File: config.mk
export PLATFORM = sky130hd
export DESIGN_NAME = clk_div_prog_flat
export DESIGN_NICKNAME = d
export VERILOG_FILES = /design/src/rtl/clk_div_prog_if.sv /design/src/rtl/clk_div_prog.sv /design/src/flat_wrapper.sv
export SDC_FILE = /design/constraint.sdc
export NUM_CORES = 1
export LEC_CHECK = 0
export CAP_MARGIN = 20
export CORE_UTILIZATION = 30
export CTS_CLUSTER_DIAMETER = 40
export DETAILED_ROUTE_END_ITERATION = 10
export MAX_ROUTING_LAYER = met4
export PLACE_DENSITY = 0.56
export SETUP_SLACK_MARGIN = 0.2
export SLEW_MARGIN = 20
export SYNTH_ARGS = -nofsm -noshare
export SYNTH_HDL_FRONTEND = slang
export SYNTH_SLANG_ARGS = --single-unit
File: constraint.sdc
create_clock -name clk -period 9.2 [get_ports clk]
set_clock_uncertainty 0.1 [all_clocks]
set_input_delay 0.92 -clock clk [delete_from_list [all_inputs] [get_ports clk]]
set_output_delay 0.92 -clock clk [all_outputs]
set_load 0.01 [all_outputs]
File: src/rtl/clk_div_prog_if.sv
// Config port of clk_div_prog: valid/ready request carrying channel, divisor and high time,
// plus the one-cycle reject pulse.
interface clk_div_prog_if #(
  parameter int NCH = 2,
  parameter int CW  = 28
);
  localparam int CHW = (NCH > 1) ? $clog2(NCH) : 1;

  logic           cfg_valid;
  logic           cfg_ready;
  logic [CHW-1:0] cfg_ch;
  logic [CW-1:0]  cfg_div;
  logic [CW-1:0]  cfg_high;
  logic           cfg_err;

  modport master (output cfg_valid, cfg_ch, cfg_div, cfg_high, input cfg_ready, cfg_err);
  modport slave  (input cfg_valid, cfg_ch, cfg_div, cfg_high, output cfg_ready, cfg_err);
endinterface

File: src/rtl/clk_div_prog.sv
// Multi-channel programmable clock divider with glitch-free, period-boundary config updates.
// Optional PHASE_ALIGN_EN adds sync_all to restart every channel's period together.
module clk_div_chan #(
  parameter int CW      = 28,
  parameter int DEF_DIV = 2
) (
  input  logic          clk,
  input  logic          rst_n,
  input  logic          en,
  input  logic          sync,
  input  logic          wr,
  input  logic [CW-1:0] wr_div,
  input  logic [CW-1:0] wr_high,
  output logic          pend,
  output logic          clk_out,
  output logic          tick
);
  logic [CW-1:0] cnt, div_act, high_act, div_sh, high_sh;
  logic [CW-1:0] cnt_n, div_n, high_n;
  logic          wrap, apply;

  always_comb begin
    wrap   = en & (cnt == div_act - CW'(1));
    // pend is only set when clear, so a same-cycle write never applies at this wrap
    apply  = pend & (~en | wrap | sync);
    div_n  = apply ? div_sh  : div_act;
    high_n = apply ? high_sh : high_act;
    cnt_n  = (en & ~sync & ~wrap) ? cnt + CW'(1) : '0;
  end

  always_ff @(posedge clk) begin
    if (!rst_n) begin
      cnt      <= '0;
      div_act  <= CW'(DEF_DIV);
      high_act <= CW'(DEF_DIV / 2);
      div_sh   <= '0;
      high_sh  <= '0;
      pend     <= 1'b0;
      clk_out  <= 1'b0;
      tick     <= 1'b0;
    end else begin
      cnt      <= cnt_n;
      div_act  <= div_n;
      high_act <= high_n;
      if (wr) begin
        div_sh  <= wr_div;
        high_sh <= wr_high;
      end
      pend     <= wr | (pend & ~apply);
      // outputs follow the next-state counter so they line up with cnt
      clk_out  <= en & (cnt_n >= div_n - high_n);
      tick     <= en & ~sync & (cnt_n == div_n - CW'(1));
    end
  end
endmodule

module clk_div_prog #(
  parameter int NCH     = 2,
  parameter int CW      = 28,
  parameter int DEF_DIV = 2
) (
  input  logic           clk,
  input  logic           rst_n,
  input  logic [NCH-1:0] en,
  clk_div_prog_if.slave  cfg,
`ifdef PHASE_ALIGN_EN
  input  logic           sync_all,
`endif
  output logic [NCH-1:0] clk_out,
  output logic [NCH-1:0] tick
);
  localparam int CHW = (NCH > 1) ? $clog2(NCH) : 1;

  logic [NCH-1:0] pend, wr;
  logic           sync, ch_ok, err_req, err_q;
  logic [CW-1:0]  high_cl;

`ifdef PHASE_ALIGN_EN
  assign sync = sync_all;
`else
  assign sync = 1'b0;
`endif

  always_comb begin
    ch_ok         = int'(cfg.cfg_ch) < NCH;
    err_req       = cfg.cfg_valid & (~ch_ok | (cfg.cfg_div == '0));
    cfg.cfg_ready = 1'b1;
    wr            = '0;
    for (int i = 0; i < NCH; i++) begin
      if (cfg.cfg_ch == CHW'(i)) begin
        cfg.cfg_ready = ~pend[i];
        wr[i]         = cfg.cfg_valid & ~err_req & ~pend[i];
      end
    end
    // out-of-range high time falls back to a ~50% duty cycle
    if ((cfg.cfg_high == '0) || (cfg.cfg_high >= cfg.cfg_div))
      high_cl = (cfg.cfg_div == CW'(1)) ? CW'(1) : (cfg.cfg_div >> 1);
    else
      high_cl = cfg.cfg_high;
  end

  always_ff @(posedge clk) begin
    if (!rst_n) err_q <= 1'b0;
    else        err_q <= err_req;
  end
  assign cfg.cfg_err = err_q;

  for (genvar g = 0; g < NCH; g++) begin : g_ch
    clk_div_chan #(.CW(CW), .DEF_DIV(DEF_DIV)) u_ch (
      .clk     (clk),
      .rst_n   (rst_n),
      .en      (en[g]),
      .sync    (sync),
      .wr      (wr[g]),
      .wr_div  (cfg.cfg_div),
      .wr_high (high_cl),
      .pend    (pend[g]),
      .clk_out (clk_out[g]),
      .tick    (tick[g])
    );
  end
endmodule

File: src/flat_wrapper.sv
// flat-port wrapper written by rule: the top's interface ports become plain ports
module clk_div_prog_flat 
#(
  parameter int NCH     = 2,
  parameter int CW      = 28,
  parameter int DEF_DIV = 2
)
  (clk, rst_n, en, clk_out, tick, cfg_cfg_valid, cfg_cfg_ch, cfg_cfg_div, cfg_cfg_high, cfg_cfg_ready, cfg_cfg_err);
  clk_div_prog_if #(.NCH(NCH), .CW(CW)) cfg_i ();
  input  logic clk;
  input  logic rst_n;
  input  logic [NCH-1:0] en;
  output logic [NCH-1:0] clk_out;
  output logic [NCH-1:0] tick;
  input wire logic [$bits(cfg_i.cfg_valid)-1:0] cfg_cfg_valid;
  input wire logic [$bits(cfg_i.cfg_ch)-1:0] cfg_cfg_ch;
  input wire logic [$bits(cfg_i.cfg_div)-1:0] cfg_cfg_div;
  input wire logic [$bits(cfg_i.cfg_high)-1:0] cfg_cfg_high;
  output wire logic [$bits(cfg_i.cfg_ready)-1:0] cfg_cfg_ready;
  output wire logic [$bits(cfg_i.cfg_err)-1:0] cfg_cfg_err;
  assign cfg_i.cfg_valid = cfg_cfg_valid;
  assign cfg_i.cfg_ch = cfg_cfg_ch;
  assign cfg_i.cfg_div = cfg_cfg_div;
  assign cfg_i.cfg_high = cfg_cfg_high;
  assign cfg_cfg_ready = cfg_i.cfg_ready;
  assign cfg_cfg_err = cfg_i.cfg_err;
  clk_div_prog #(.NCH(NCH), .CW(CW), .DEF_DIV(DEF_DIV)) u_core (.clk(clk), .rst_n(rst_n), .en(en), .cfg(cfg_i), .clk_out(clk_out), .tick(tick));
endmodule
==> out/qor.yml <==
synth_top_family_by_area: "simple AND/OR/NAND/NOR gates"
worst_skew_pair.late_latency_ps: 580
synth-simple-area-share_pct: 24.00
synth_edf_count: 0
antenna_cells: 0
synth.area.mux_share_pct: 7.774
ys_ff_latch: 287
min_path_type: "reg2reg"
clkSlewWorstSetupHoldPaths_ps: 60
design_area_um2: 23230
synth_fa_ha_area_share_pct: 9.030
crit_path_max_fanout: 73
max_slew_margin_pct: 33.14
synthCells: 2518
hold_buffers: 0
cts.sink_count: 287
crit_type: "reg2reg"
hpwl_um: 46760
fin_crit_ps: 8297
syn_nets: 2719
startpoint_type: "register"
vias: 17965
fp.dieW_um: 261.0
ios: 68
fin_crit_sh_pct: 90.18
violations: "DRC"
row_count: 94
cp-startpoint: "u_core.g_ch[1].u_ch.div_act[1]$_SDFF_PN1_"
antenna_found_initial: 0
peakVddDrop_mv: 0.1095
grt_usage_pct: 18.18
leakage_nw: 9.937
rr_startpoint: "u_core.g_ch[1].u_ch.div_act[1]$_SDFF_PN1_"
io_buffer_count: 67
synth_flop_cell: "dfxtp_1"
rsz0062_at_grt: "false"
syn_to_final_growth_pct: 15.49
crit_arrival_ps: 8710
synth_compound_area_share_pct: 15.35
cts.repair.resized: 0
synth_area_um2: 20120
synth_xor_area_share_pct: 10.45
yosys_warnings: 0
cts_max_level: 2
postRouteAntennaNets: 0
clockBufferDepth: 3
grt_pass1_wl_um: 95210
post_cts_buffers: 0
dr.first_iter.drc_count: 1334
required_ps: 9610
worst_pin_slew_ps: 993.7
grt_max_degree: 110
rrSetupSlack_ps: 900
hp-start: "u_core.g_ch[0].u_ch.div_sh[17]$_SDFFE_PN0P_"
fillers: 6960
drv_slew: 0
finalSetupViolCount: 0
hold_slack_ps: 361.2
finalHoldViolations: 0
dieHeight_um: 261.0
syn_area_per_cell_um2: 7.990
whs_path_depth: 2
synthArstFlopShare_pct: 0
nets: 2738
drive_gt1_share_pct: 6.284
gr-total-overflow: 0
initial_core_util_pct: 30.44
cp_slowest_cell: "nor4b_1"
core_region_area_um2: 66100
cts_tree: "built"
r2r_end: "u_core.g_ch[1].u_ch.clk_out$_SDFF_PN0_"
dpl-instance-area_um2: 21540
synth.distinct_cells: 87
cts_root_buffer: "clkbuf_16"
design.die.area_um2: 68100
max_freq_ghz: 0.1205
gp_congestion: 0.9131
route.detailed.vias_per_inst: 5.219
hold_end: "u_core.g_ch[0].u_ch.div_sh[17]$_SDFFE_PN0P_"
drt-total-wl_um: 61220
grt_pass1_vias: 16832
first_pass_iters: 8
cpPeakStageDelay_ps: 770
finalSetupTns_ps: 0
powerDensity_nw_per_um2: 169.9
end_kind: "register"
drv_cap: 0
wl_per_cell_um: 17.79
cts_buffers: 50
route.detailed.drc: 2
r2r_cells: 31
ys_seq_area_share_pct: 28.56
status: "finished with violations"
## sequential cells by signal, summed over array words and instances (netlist names)
signal and cells:
u_core.g_ch.u_ch.cnt 56, u_core.g_ch.u_ch.div_act 56, u_core.g_ch.u_ch.div_sh 56, u_core.g_ch.u_ch.high_act 56
u_core.g_ch.u_ch.high_sh 56, u_core.g_ch.u_ch.clk_out 2, u_core.g_ch.u_ch.pend 2, u_core.g_ch.u_ch.tick 2
u_core.cfg.cfg_err 1
## per-layer routing
metal  track usage, %  routed length, um  up-vias
met3            1.965               2603      108
met4            6.287               1948        0
met1            24.43              29550     8412
met5                -                  0        -
met2            28.18              27120      427
li1                 -                  -     9018
## worst max-delay path by stage
stage | end | cells after the start
2_1_floorplan | u_core.g_ch[0].u_ch.clk_out$_SDFF_PN0_ | 32
3_3_place_gp | u_core.g_ch[0].u_ch.clk_out$_SDFF_PN0_ | 27
3_5_place_dp | u_core.g_ch[0].u_ch.clk_out$_SDFF_PN0_ | 27
4_1_cts | u_core.g_ch[1].u_ch.clk_out$_SDFF_PN0_ | 31
5_1_grt | u_core.g_ch[1].u_ch.clk_out$_SDFF_PN0_ | 31
6_report | u_core.g_ch[1].u_ch.clk_out$_SDFF_PN0_ | 31
## layout make-up
cell class	count	area [um^2]	share of cell area (%)
multi-input combinational	1992	13440	57.84
sequential	287	5746	24.73
clock buffer	57	1319	5.676
tap	864	1081	4.653
timing repair buffer	84	810.8	3.489
inverter	122	465.4	2.003
clock inverter	36	375.4	1.616
## synthesized netlist by cell type (7+ instances only)
| master | instances | area [um^2] |
|---|---|---|
| ha_1 | 138 | 1727 |
| o21bai_1 | 9 | 67.56 |
| mux2_2 | 16 | 180.2 |
| a31oi_1 | 12 | 75.07 |
| nand2_1 | 193 | 724.4 |
| and3_1 | 32 | 200.2 |
| xnor2_1 | 138 | 1209 |
| nand2b_1 | 31 | 193.9 |
| buf_4 | 9 | 67.56 |
| nor2_1 | 317 | 1190 |
| nand3_1 | 60 | 300.3 |
| nand4_1 | 41 | 256.5 |
| and2_1 | 22 | 137.6 |
| or2_2 | 12 | 75.07 |
| or4_1 | 15 | 112.6 |
| o21ai_0 | 64 | 320.3 |
| nor3b_1 | 9 | 67.56 |
| xor2_1 | 102 | 893.4 |
| maj3_1 | 7 | 70.07 |
| nor3_1 | 119 | 595.6 |
| nand3b_1 | 8 | 60.06 |
| nor4_1 | 37 | 231.5 |
| mux2i_1 | 136 | 1361 |
| nor2b_1 | 29 | 181.4 |
| a21oi_1 | 150 | 750.7 |
| o31ai_1 | 14 | 105.1 |
| o211ai_1 | 8 | 60.06 |
| clkbuf_1 | 84 | 315.3 |
| dfxtp_1 | 287 | 5746 |
| a21o_1 | 50 | 375.4 |
| and4_1 | 8 | 70.07 |
| buf_1 | 13 | 48.80 |
| inv_1 | 122 | 457.9 |
| o2111ai_1 | 10 | 87.58 |
| or3_1 | 24 | 150.1 |
| a211oi_1 | 70 | 525.5 |
## power breakdown
| group | leakage (nW) | switching (mW) | internal, mW |
|---|---|---|---|
| sequential | 2.33 | 0.0347 | 1.28 |
| clock | 0.820 | 0.733 | 1.15 |
| combinational | 6.79 | 0.438 | 0.314 |
## cell families (layout without fill, tap and decap cells)
| kind of cell | count (synthesis) | in the layout |
|---|---|---|
| simple gates | 984 | 984 |
| compound gates | 469 | 469 |
| flops | 287 | 287 |
| xor+xnor | 240 | 240 |
| buf+inv | 239 | 299 |
| mux | 153 | 153 |
| fa+ha+maj | 146 | 146 |
## through the flow
| stage | setup slack, ps | utilization [%] | power [mW] | instances |
|---|---|---|---|---|
| 2_1_floorplan | 605.1 | - | 1.873 | 2518 |
| 3_3_place_gp | 1196 | 32.59 | 2.088 | 3349 |
| 3_5_place_dp | 1164 | 32.59 | 2.091 | 3349 |
| 4_1_cts | 972.8 | 35.15 | 3.982 | 3442 |
| 5_1_grt | 408.7 | 35.15 | 4.115 | 3442 |
| 6_report | 903.2 | 35.15 | 3.947 | 3442 |
## placed cells by master (no fill, tap or decap), drive strengths merged, types with 12 or more instances in the layout
| master | synthesis | routed |
|---|---|---|
| nor2 | 317 | 317 |
| dfxtp | 287 | 287 |
| nand2 | 194 | 194 |
| a21oi | 150 | 150 |
| inv | 122 | 142 |
| xnor2 | 138 | 138 |
| ha | 138 | 138 |
| mux2i | 136 | 136 |
| nor3 | 120 | 120 |
| xor2 | 102 | 102 |
| a211oi | 70 | 70 |
| clkdlybuf4s50 | 0 | 67 |
| o21ai | 67 | 67 |
| nand3 | 60 | 60 |
| clkbuf | 85 | 57 |
| a21o | 50 | 50 |
| nand4 | 42 | 42 |
| nor4 | 41 | 41 |
| and3 | 32 | 32 |
| nand2b | 31 | 31 |
| nor2b | 29 | 29 |
| or3 | 27 | 27 |
| and2 | 22 | 22 |
| buf | 32 | 17 |
| or4 | 17 | 17 |
| mux2 | 16 | 16 |
| o31ai | 14 | 14 |
| a31oi | 12 | 12 |
| or2 | 12 | 12 |
## worst max-delay path: cells and delay by family (launching register included)
| family | cells | cell delay (ps) |
|---|---|---|
| flops | 1 | 380 |
| simple gates | 11 | 3240 |
| xor+xnor | 2 | 250 |
| mux | 1 | 60 |
| compound gates | 10 | 2480 |
| buf+inv | 3 | 610 |
| fa+ha+maj | 4 | 1120 |
Power figures use the tool's default switching activity.
